### src/rtl/phy_pkg.sv
// -----------------------------------------------------------------------------
// phy_pkg
//   Constants and types shared by the serial-to-parallel lanes of the PHY.
//   Both lanes import this package, so the comma byte and byte width stay
//   identical across lanes.
//
//   sp_state_t    : deserializer FSM states
//   COMMA_BC      : alignment / idle byte
//   BITS_PER_BYTE : serial bits per assembled byte
// -----------------------------------------------------------------------------
package phy_pkg;

  typedef enum logic [1:0] {
    SEARCH = 2'd0,
    ALIGN  = 2'd1,
    ACTIVE = 2'd2
  } sp_state_t;

  localparam logic [7:0] COMMA_BC      = 8'hBC;
  localparam int         BITS_PER_BYTE = 8;

  // Last bit position within a byte; a boundary is reached when the bit
  // counter sits here while the next bit is being shifted in.
  localparam logic [2:0] LAST_BIT = 3'(BITS_PER_BYTE - 1);

endpackage

### src/rtl/serie_paralelo_sync.sv
// -----------------------------------------------------------------------------
// serie_paralelo_sync
//   Single-lane deserializer with comma alignment. Hunts bit by bit for the
//   comma byte, confirms alignment with BC_LOCK consecutive commas on byte
//   boundaries, then emits one parallel byte every 8 clocks.
//
// Parameters
//   BC_LOCK : consecutive aligned commas needed to lock (2..15)
//   COMMA   : alignment / idle byte
//
// Ports
//   clk_8f     in   bit clock, one serial bit per rising edge
//   reset      in   synchronous, active-high
//   data_in    in   serial bit, MSB of each byte first
//   data_out   out  [7:0] assembled byte, held between strobes
//   valid_out  out  one-cycle strobe for a new byte on data_out
//   active_out out  lane locked (sticky until reset)
//
// Build option
//   SP_COMMA_FILTER_EN : when defined, comma bytes received while locked
//                        update data_out but do not raise valid_out.
// -----------------------------------------------------------------------------
module serie_paralelo_sync
  import phy_pkg::*;
#(
  parameter int         BC_LOCK = 4,
  parameter logic [7:0] COMMA   = COMMA_BC
) (
  input  logic       clk_8f,
  input  logic       reset,
  input  logic       data_in,
  output logic [7:0] data_out,
  output logic       valid_out,
  output logic       active_out
);

`ifdef SP_COMMA_FILTER_EN
  localparam bit FILTER_COMMA = 1'b1;
`else
  localparam bit FILTER_COMMA = 1'b0;
`endif

  localparam logic [4:0] LOCK_CNT = 5'(BC_LOCK);

  sp_state_t  state_q,   state_d;
  logic [7:0] shift_q,   shift_d;
  logic [2:0] bit_cnt_q, bit_cnt_d;
  logic [3:0] bc_cnt_q,  bc_cnt_d;
  logic [7:0] data_q,    data_d;
  logic       valid_q,   valid_d;
  logic       active_q,  active_d;

  logic [7:0] word_next;
  logic       is_comma;
  logic       boundary;
  logic [4:0] bc_cnt_inc;

  // The window already includes the bit arriving this cycle, so every
  // decision below is made on the same edge that completes the byte.
  assign word_next  = {shift_q[6:0], data_in};
  assign is_comma   = (word_next == COMMA);
  assign boundary   = (bit_cnt_q == LAST_BIT);
  assign bc_cnt_inc = {1'b0, bc_cnt_q} + 5'd1;

  always_comb begin
    state_d   = state_q;
    shift_d   = word_next;
    bit_cnt_d = bit_cnt_q;
    bc_cnt_d  = bc_cnt_q;
    data_d    = data_q;
    valid_d   = 1'b0;
    active_d  = active_q;

    unique case (state_q)
      SEARCH: begin
        // Bit-level hunt: any bit position may complete a comma.
        if (is_comma) begin
          bit_cnt_d = 3'd0;
          bc_cnt_d  = 4'd1;
          state_d   = ALIGN;
        end
      end

      ALIGN: begin
        bit_cnt_d = bit_cnt_q + 3'd1;
        if (boundary) begin
          if (is_comma && (bc_cnt_inc == LOCK_CNT)) begin
            // Locking comma is consumed here; it never reaches data_out.
            state_d  = ACTIVE;
            active_d = 1'b1;
          end else if (is_comma) begin
            if (bc_cnt_q != 4'hF) bc_cnt_d = bc_cnt_inc[3:0];
          end else begin
            // Rejected byte is not rescanned; the hunt restarts with the
            // next incoming bit using the shifted window as-is.
            state_d   = SEARCH;
            bc_cnt_d  = 4'd0;
            bit_cnt_d = 3'd0;
          end
        end
      end

      ACTIVE: begin
        bit_cnt_d = bit_cnt_q + 3'd1;
        if (boundary) begin
          data_d  = word_next;
          valid_d = !(FILTER_COMMA && is_comma);
        end
      end

      default: begin
        state_d   = SEARCH;
        bit_cnt_d = 3'd0;
        bc_cnt_d  = 4'd0;
      end
    endcase
  end

  always_ff @(posedge clk_8f) begin
    if (reset) begin
      state_q   <= SEARCH;
      shift_q   <= 8'h00;
      bit_cnt_q <= 3'd0;
      bc_cnt_q  <= 4'd0;
      data_q    <= 8'h00;
      valid_q   <= 1'b0;
      active_q  <= 1'b0;
    end else begin
      state_q   <= state_d;
      shift_q   <= shift_d;
      bit_cnt_q <= bit_cnt_d;
      bc_cnt_q  <= bc_cnt_d;
      data_q    <= data_d;
      valid_q   <= valid_d;
      active_q  <= active_d;
    end
  end

  assign data_out   = data_q;
  assign valid_out  = valid_q;
  assign active_out = active_q;

endmodule
### config.mk
export PLATFORM = sky130hd
export DESIGN_NAME = serie_paralelo_sync
export DESIGN_NICKNAME = d
export VERILOG_FILES = /design/src/rtl/phy_pkg.sv /design/src/rtl/serie_paralelo_sync.sv
export SDC_FILE = /design/constraint.sdc
export NUM_CORES = 1
export LEC_CHECK = 0
export ABC_AREA = 1
export CORE_MARGIN = 2
export CORE_UTILIZATION = 35
export DETAILED_ROUTE_END_ITERATION = 8
export GPL_TIMING_DRIVEN = 0
export PLACE_DENSITY = 0.61
export SLEW_MARGIN = 30
export SYNTH_ARGS = -nofsm -noshare
export SYNTH_HDL_FRONTEND = slang
export SYNTH_SLANG_ARGS = --single-unit
export TNS_END_PERCENT = 10
### constraint.sdc
create_clock -name clk_8f -period 2.25 [get_ports clk_8f]
set_input_delay 0.45 -clock clk_8f [delete_from_list [all_inputs] [get_ports clk_8f]]
set_output_delay 0.45 -clock clk_8f [all_outputs]
set_load 0.02 [all_outputs]
# After elaboration in Yosys (flattened, before gate mapping)
# Cells that the tools add are included.
# Widths: inputs -> output; s select.
# op_classes
n_addsub	2
eq_ne	11
muxes	17
bitwise_logic	1
n_reduce_logical	7
# ops
cell	count
$mux 4	5
$mux 3	4
$pmux 4 s3	1
$pmux 3 s3	1
$eq 8x8->1 const B	1
$mux 2	4
$ne 2x2->1 const B	3
$ne 3x3->1 const B	2
$pmux 2 s3	1
$add 4x1->5 const B	1
$eq 5x3->1 const B	1
$reduce_and 5->1	1
$ne 4x4->1 const B	1
$reduce_and 4->1	1
$add 3x1->3 const B	1
$eq 3x3->1 const B	1
$reduce_and 3->1	1
$eq 2x1->1 const B	1
$eq 2x2->1 const B	1
$logic_not 2->1	1
$reduce_and 2->1	1
$reduce_or 2->1	1
$logic_and 1x1->1	1
$mux 1	1
$not 1->1	1
# totals
regBits	26
input_bits	3
out_inout_bits	10
wordCells	45

# Longest topological paths before layout
# Gate-level depths: netlist of run 1.
# logic_depth
ltp_word	6
mapped_depth	11

# Worst setup path before layout of run 1
# Ideal clock, no wire load.
# synth_timing
kind	register to register
from	register state_q[1]
to	register bc_cnt_q[1]
t_arrival_ns	1.275
required_ns	2.119
setup_slack_ns	0.845
stages_incl_launch_ff	11
synth_period_minus_slack_ns	1.405
path_cell_list	dfxtp_1 inv_1 ha_1 inv_2 nor2_1 nor2_2 inv_1 a21oi_4 nand3_2 nand2_1 a21oi_2
# synth_between
elab_chain_len	3
# synth_rtl
item	line	text
from (decl)	serie_paralelo_sync.sv:45	sp_state_t state_q, state_d;
from (signal assigned)	serie_paralelo_sync.sv:129	state_q <= state_d;
$eq 2x1->1 (tied with other cells)	serie_paralelo_sync.sv:74	unique case (state_q)
$ne 3x3->1 (no source line) (tied with other cells)	--	
$reduce_and 5->1 (no source line)	--	
to (signal assigned)	serie_paralelo_sync.sv:132	bc_cnt_q <= bc_cnt_d;
to (decl)	serie_paralelo_sync.sv:48	logic [3:0] bc_cnt_q, bc_cnt_d;
# Parallel ways exist; a longest one is shown, timed or not.
# A chain may end at the register's enable or synchronous reset.

# Worst setup path after layout of run 1
# layout_timing
from	register data_q[4] (netlist: data_out[4])
to	output data_out[4]
# layout_lines
item	line	text
from (decl)	serie_paralelo_sync.sv:49	logic [7:0] data_q, data_d;
from (signal assigned)	serie_paralelo_sync.sv:133	data_q <= data_d;
to (decl)	serie_paralelo_sync.sv:32	output logic [7:0] data_out,
# No word-level cell between the ends.

==> results of run 1 <==
## area by class of cell
class	count	area, µm²	area share, %
flip-flops and latches	26	520	36.6
clock buffers	3	22.5	1.58
plain buffers	3	13.8	0.967
multi-input cells	100	564	39.7
inverters	25	93.8	6.60
well taps	46	57.6	4.05
repair buffers	12	120	8.44
clock inverters	1	30.0	2.11
## state kept, by name, summed over array words and instances, names as in the netlist
register and cells:
bit_cnt_q 3, active_out 1, data_out 8, valid_out 1, bc_cnt_q 4, shift_q 7, state_q 2
## logic make-up after synthesis
kind of cell | count (synthesis) | synth area share [%]
buf+inv | 28 | 9.02
fa+ha+maj | 6 | 6.30
simple gates | 65 | 26.5
compound gates | 28 | 13.7
xor+xnor | 1 | 0.735
flops | 26 | 43.7
## path summary, 6_finish.rpt
kind | from | endpoint | slack (ns) | cells past startpoint
setup / recovery | data_out[4] | data_out[4] | 0.52 | 1
hold / removal | shift_q[2] | shift_q[3] | 0.46 | 2
setup reg to reg | bit_cnt_q[0] | bc_cnt_q[1] | 0.66 | 9
hold reg to reg | shift_q[2] | shift_q[3] | 0.46 | 2
## per-layer routing
layer | routed length [µm] | part of all wire [%] | global-route usage (%)
met1 | 1030 | 46 | 15.1
met2 | 1090 | 49 | 23.2
met3 | 89 | 4.0 | 4.50
met4 | 13 | 0.59 | 1.67
met5 | 0 | 0 | 0
## cell usage after synthesis, drive strengths merged
master / n
inv: 25
nand3: 11
o21bai: 1
a21oi: 16
nand2: 26
ha: 6
clkbuf: 2
o21ai: 10
dfxtp: 26
xor2: 1
o211ai: 1
nor2: 26
buf: 1
nor3: 1
nand4: 1
## per-stage QoR
stage          util, %  cells
6_report          43.0    216
2_1_floorplan        -    154
4_1_cts           43.0    216
5_1_grt           43.0    216
3_3_place_gp      41.4    212
3_5_place_dp      41.4    212
## power breakdown
group	internal, W	switching, W
clock	0.000180	0.000142
combinational	0.0000101	0.0000191
sequential	0.000465	0.00000261
==> results.py, run 1 <==
metrics = {
    "run_status": {
        "status": "completed",
    },
    "drt": {
        "wire_per_inst_um": 10.3,
        "first_iter_violations": 54,
        "viasPerCell": 4.55,
        "vias": 983,
        "post-route-drc-count": 0,
        "drt-total-wl_um": 2220,
        "drtAntennaViolNets": 0,
        "dr.pass1.iters": 4,
    },
    "die": {
        "start_util_pct": 36.0,
        "io_pins": 13,
        "die_h_um": 62.4,
        "rows": 21,
        "core_area_mm2": 0.00331,
        "die_area_mm2": 0.00389,
        "dieWidth_um": 62.4,
    },
    "worst_setup_path": {
        "slowest_stage": "clkdlybuf4s50_1",
        "cp-start-kind": "register",
        "required_ns": 1.80,
        "cp_num_buf_inv": 1,
        "end_kind": "output pin",
        "worstSetupPathType": "register to output pin",
        "path_max_fanout": 2,
        "slowest_delay_ns": 0.60,
        "worstPathCellList": "clkdlybuf4s50_1",
        "path_delay_family": "buffers and inverters",
        "cp.arrival_ns": 1.28,
    },
    "clock_tree": {
        "cts_max_path_buffers": 2,
        "cts.sinks": 26,
        "post_cts_buffers": 0,
        "cts_root_buf": "clkbuf_4",
        "clk_pin_slew_ns": 0.14,
        "numCtsBuffers": 3,
        "cts.hold.buffers_added": 0,
        "htree_levels": 1,
        "insertion_delay_ns": 0.32,
        "cts_tree": "yes",
        "post_cts_resized": 0,
    },
    "timing": {
        "layout_min_cycle_time_ns": 1.73,
        "hold_viol": 0,
        "layout_setup_ws_ns": 0.519,
        "fmax_mhz": 578,
        "drv_slew": 0,
        "setup_tns_ns": 0,
        "worst_slew_margin_rel_pct": 69.0,
        "period_share_pct": 76.9,
        "worst_pin_slew_ns": 0.465,
        "rsz0062_at_grt": "false",
        "setup_violations": 0,
        "whs_ns": 0.460,
        "skew_ns": 0.00338,
    },
    "place": {
        "preCtsSetupSlack_ns": 0.360,
        "dp_hpwl_um": 1730,
        "port_buffers": 12,
        "globalplace.congestion": 0.776,
        "place_area_mm2": 0.00137,
    },
    "min_path": {
        "hold_path.class": "register to register",
    },
    "layout": {
        "diodes": 0,
        "area_growth_pct": 19.3,
        "fillCellCount": 368,
        "nets": 180,
        "final_area_mm2": 0.00142,
        "drive_gt1_share_pct": 15.9,
        "layout_common_cells": "dfxtp_1, nand2_1, nor2_1, inv_1, a21oi_1",
        "final_common_cell": "dfxtp_1",
    },
    "global_route": {
        "grt_usage_pct": 12.8,
        "gr-total-overflow": 0,
        "antenna_found_initial": 0,
        "grt_pass1_wl_um": 4090,
        "grt_pass1_vias": 980,
        "grt_max_degree": 16,
    },
    "power_and_ir_drop": {
        "ir_drop_mv": 0.404,
        "cellPowerDensity_mw_per_mm2": 575,
        "finalPower_w": 0.000818,
        "p_leak_nw": 0.554,
    },
    "logic_synthesis": {
        "synth_largest_area_cell": "dfxtp_1",
        "ys_top_cells_by_area": "dfxtp_1, nand2_1, nor2_1",
        "syn_nets": 163,
        "yosys_warnings": 0,
        "seq_area_frac_synth_pct": 43.7,
        "yosysTopAreaCellShare_pct": 43.7,
        "ys_types": 23,
        "avgSynthCellArea_um2": 7.74,
        "synth.cell_area_mm2": 0.00119,
        "synthCells": 154,
        "ys_seq_elements": 26,
    },
    "job": {
        "maxCapViolations": 0,
    },
}
No activity file was read; power rests on OpenSTA's default activity.
==> run 2, diff against run 1 <==
Settings changed: PLACE_DENSITY 0.61 to 0.63.
Clock period 2.25 ns to 1.5 ns, I/O delays scaled along.
==> results.py, run 2 (synthesized netlist as in run 1, its figures left out) <==
metrics = {
    "power_and_ir_drop": {
        "finalPower_w": 0.00110,
        "ir_drop_mv": 0.401,
        "p_leak_nw": 0.604,
        "cellPowerDensity_mw_per_mm2": 732,
    },
    "die": {
        "rows": 21,
        "start_util_pct": 36.0,
        "die_h_um": 62.4,
        "dieWidth_um": 62.4,
        "core_area_mm2": 0.00331,
        "io_pins": 13,
        "die_area_mm2": 0.00389,
    },
    "global_route": {
        "grt_pass1_wl_um": 4140,
        "antenna_found_initial": 0,
        "grt_max_degree": 15,
        "grt_pass1_vias": 990,
        "gr-total-overflow": 0,
        "grt_usage_pct": 13.1,
    },
    "drt": {
        "vias": 1005,
        "viasPerCell": 4.57,
        "drt-total-wl_um": 2450,
        "first_iter_violations": 39,
        "wire_per_inst_um": 11.1,
        "drtAntennaViolNets": 0,
        "wl_met3_um": 72,
        "post-route-drc-count": 0,
        "wl_met2_um": 1200,
        "drt-met1-wl_um": 1140,
        "dr.pass1.iters": 4,
        "routed.top_layer": "met4",
    },
    "timing": {
        "worst_slew_margin_rel_pct": 69.5,
        "skew_ns": 0.0107,
        "period_share_pct": 97.2,
        "fmax_mhz": 686,
        "drv_slew": 0,
        "whs_ns": 0.456,
        "hold_viol": 0,
        "rsz0062_at_grt": "true",
        "worst_pin_slew_ns": 0.458,
        "setup_violations": 0,
        "layout_setup_ws_ns": 0.0423,
        "layout_min_cycle_time_ns": 1.46,
    },
    "layout": {
        "final_common_cell": "dfxtp_1",
        "nets": 184,
        "drive_gt1_share_pct": 25.9,
        "fin_util_pct": 45.6,
        "diodes": 0,
        "final_area_mm2": 0.00151,
        "layout_common_cells": "dfxtp_1, nor2_1, nand2_1, inv_1, a21oi_1",
        "area_growth_pct": 26.5,
        "largest_reg_flops": 8,
    },
    "clock_tree": {
        "clk_pin_slew_ns": 0.15,
        "cts_tree": "yes",
        "cts_root_buf": "clkbuf_4",
        "htree_levels": 1,
        "numCtsBuffers": 3,
        "insertion_delay_ns": 0.32,
        "cts_max_path_buffers": 2,
        "cts.sinks": 26,
    },
    "worst_setup_path": {
        "path_max_fanout": 5,
        "cp-start-kind": "register",
        "worstSetupPathType": "register to register",
        "cp.arrival_ns": 1.72,
        "end_kind": "register",
        "required_ns": 1.76,
    },
    "min_path": {
        "hold_path.class": "register to register",
    },
    "job": {
        "maxCapViolations": 0,
    },
    "place": {
        "preCtsSetupSlack_ns": -0.237,
        "globalplace.congestion": 0.819,
        "port_buffers": 12,
        "place_area_mm2": 0.00137,
        "dp_hpwl_um": 1710,
    },
    "run_status": {
        "status": "completed",
    },
}
==> run 2: cell count changes in the layout (fill, tap and decap cells not counted), moves of 4 or more <==
cell | previous run | this run
clkdlybuf4s50_1 | 12 | 2
ha_1 | 6 | 2
buf_4 | 0 | 4
dfxtp_1 | 26 | 22
dlygate4sd2_1 | 0 | 10
==> run 2: where the power goes <==
part           internal (W)  switching, W  total [W]
combinational     0.0000178     0.0000299  0.0000477
clock              0.000148      0.000208   0.000356
sequential         0.000695    0.00000508   0.000701
==> run 2: area by class of cell <==
cell class	count	area, µm²
clock buffers	4	36.3
flip-flops and latches	26	528
plain buffers	3	20.0
well taps	46	57.6
inverters	25	93.8
repair buffers	16	138
multi-input cells	100	636
fillers	351	1800
==> run 2: path summary, 6_finish.rpt <==
kind	from	endpoint	slack, ns	cells past startpoint
worst max register to register	bit_cnt_q[0]	bc_cnt_q[0]	0.04	10
worst min-delay path	active_out	active_out	0.46	2
worst max-delay path	bit_cnt_q[0]	bc_cnt_q[0]	0.04	10
worst min register to register	active_out	active_out	0.46	2
==> run 2: timing repair <==
item / 4_1_cts / 5_1_grt
gates cloned: 0 / 0
pin swaps: 2 / 6
gates resized for setup: 15 / 19
setup buffers: 1 / 3
hold buffers: 0 / 0
endpoints found under the setup margin: 18 / 9
==> run 2: routing by layer <==
metal | track usage, % | vias up
met4 | 5.56 | 0
li1 | - | 527
met3 | 3.06 | 4
met1 | 15.9 | 462
met2 | 22.4 | 12
met5 | 0 | -
==> run 2: critical path: stages, from the launching register on <==
cell	delay (ns)
dfxtp_2	0.39
ha_4	0.14
ha_4	0.14
nor2_4	0.04
nor2_4	0.09
inv_2	0.05
a21oi_4	0.18
nand3_4	0.13
nand2_1	0.09
nand2_1	0.05
nor2_1	0.10
==> run 2: stage by stage <==
stage	instances	setup TNS, ns
2_1_floorplan	154	0
3_3_place_gp	212	-2.40
3_5_place_dp	212	-2.53
4_1_cts	217	-0.153
5_1_grt	220	-0.0668
6_report	220	0
==> run 3, diff against run 2 <==
Settings changed: PLACE_DENSITY 0.63 to 0.56.
==> results.py, run 3 (synthesized netlist as in run 1, its figures left out) <==
metrics = {
    "run_status": {
        "status": "completed",
    },
    "power_and_ir_drop": {
        "p_leak_nw": 0.589,
        "ir_drop_mv": 0.364,
        "cellPowerDensity_mw_per_mm2": 753,
    },
    "layout": {
        "final_common_cell": "dfxtp_1",
        "nets": 181,
        "layout_common_cells": "dfxtp_1, nand2_1, nor2_1, inv_1, a21oi_1",
        "final_area_mm2": 0.00147,
        "diodes": 0,
        "largest_reg_flops": 8,
        "drive_gt1_share_pct": 23.4,
        "area_growth_pct": 23.2,
        "fillCellCount": 368,
        "final_cells": 217,
    },
    "timing": {
        "setup_violations": 0,
        "period_share_pct": 99.2,
        "worst_pin_slew_ns": 0.523,
        "worst_slew_margin_rel_pct": 65.2,
        "setup_tns_ns": 0,
        "whs_ns": 0.457,
        "rsz0062_at_grt": "true",
        "drv_slew": 0,
        "hold_viol": 0,
        "layout_min_cycle_time_ns": 1.49,
        "fmax_mhz": 672,
        "layout_setup_ws_ns": 0.0116,
        "skew_ns": 0.00241,
    },
    "global_route": {
        "grt_pass1_wl_um": 4220,
        "grt_pass1_vias": 1020,
        "grt_usage_pct": 13.3,
        "antenna_found_initial": 0,
        "grt_max_degree": 15,
        "gr-total-overflow": 0,
    },
    "place": {
        "dp_hpwl_um": 1740,
        "port_buffers": 12,
        "preCtsSetupSlack_ns": -0.210,
        "dp.cells": 212,
        "place_area_mm2": 0.00137,
        "globalplace.congestion": 0.860,
    },
    "die": {
        "io_pins": 13,
        "rows": 21,
        "start_util_pct": 36.0,
        "die_area_mm2": 0.00389,
        "die_h_um": 62.4,
        "dieWidth_um": 62.4,
        "core_area_mm2": 0.00331,
    },
    "worst_setup_path": {
        "required_ns": 1.71,
        "end_kind": "register",
        "cp.arrival_ns": 1.70,
        "path_max_fanout": 5,
        "worstSetupPathType": "register to register",
        "cp-start-kind": "register",
    },
    "drt": {
        "post-route-drc-count": 0,
        "drt-total-wl_um": 2450,
        "drtAntennaViolNets": 0,
        "wire_per_inst_um": 11.3,
        "vias": 1005,
        "dr.pass1.iters": 4,
        "viasPerCell": 4.63,
        "first_iter_violations": 34,
    },
    "min_path": {
        "hold_path.class": "register to register",
    },
    "clock_tree": {
        "numCtsBuffers": 3,
        "cts.hold.buffers_added": 0,
        "insertion_delay_ns": 0.32,
        "htree_levels": 1,
        "cts.sinks": 26,
        "cts_max_path_buffers": 2,
        "clk_pin_slew_ns": 0.14,
        "cts_tree": "yes",
        "cts_root_buf": "clkbuf_4",
    },
    "job": {
        "maxCapViolations": 0,
    },
}
[run 3: worst max-delay path, cell delays in order, from the launching register on]
cell,delay [ns]
dfxtp_2,0.38
ha_4,0.14
ha_4,0.14
nor2_2,0.04
nor2_2,0.17
inv_2,0.06
a21oi_4,0.18
nand3_4,0.12
nand2_1,0.09
a21oi_2,0.05
[run 3: report_power, final]
part	leakage [nW]	internal, W	switching, W
combinational	0.356	0.0000165	0.0000304
clock	0.0210	0.000148	0.000209
sequential	0.212	0.000697	0.00000479
[run 3: cell type report]
class                           count  area (µm²)  share of cell area (%)
Multi-Input combinational cell    100         624                    42.5
Buffer                              3        16.3                    1.11
Tap cell                           46        57.6                    3.92
Sequential cell                    26         526                    35.8
Inverter                           25        93.8                    6.39
Clock buffer                        4        36.3                    2.47
Timing Repair Buffer               13         115                    7.84
[run 3: metrics by stage]
step / util, % / total power (W)
2_1_floorplan: - / 0.000743
3_3_place_gp: 41.4 / 0.000760
3_5_place_dp: 41.4 / 0.000761
4_1_cts: 42.4 / 0.00112
5_1_grt: 44.4 / 0.00116
6_report: 44.4 / 0.00111
[run 3: path summary, 6_finish.rpt]
path                              startpoint          end  slack [ns]  cells past startpoint
worst min-delay path              active_out   active_out        0.46                      2
worst min register to register    active_out   active_out        0.46                      2
worst max register to register  bit_cnt_q[0]  bc_cnt_q[1]        0.01                      9
worst max-delay path            bit_cnt_q[0]  bc_cnt_q[1]        0.01                      9
[run 3: repair_timing]
| action | 4_1_cts | 5_1_grt |
|---|---|---|
| buffers inserted | 0 | 1 |
| endpoints found under the hold margin | 0 | 0 |
| pin swaps | 0 | 2 |
| resized for setup | 16 | 12 |
| setup endpoints to repair | 18 | 9 |
[run 3: layer usage]
layer	vias to the layer above	GRT usage, %	routed length (µm)
met5	-	0	0
met4	0	6.94	47
met3	5	3.24	63
met2	17	22.6	1200
met1	464	15.7	1140
li1	519	-	-
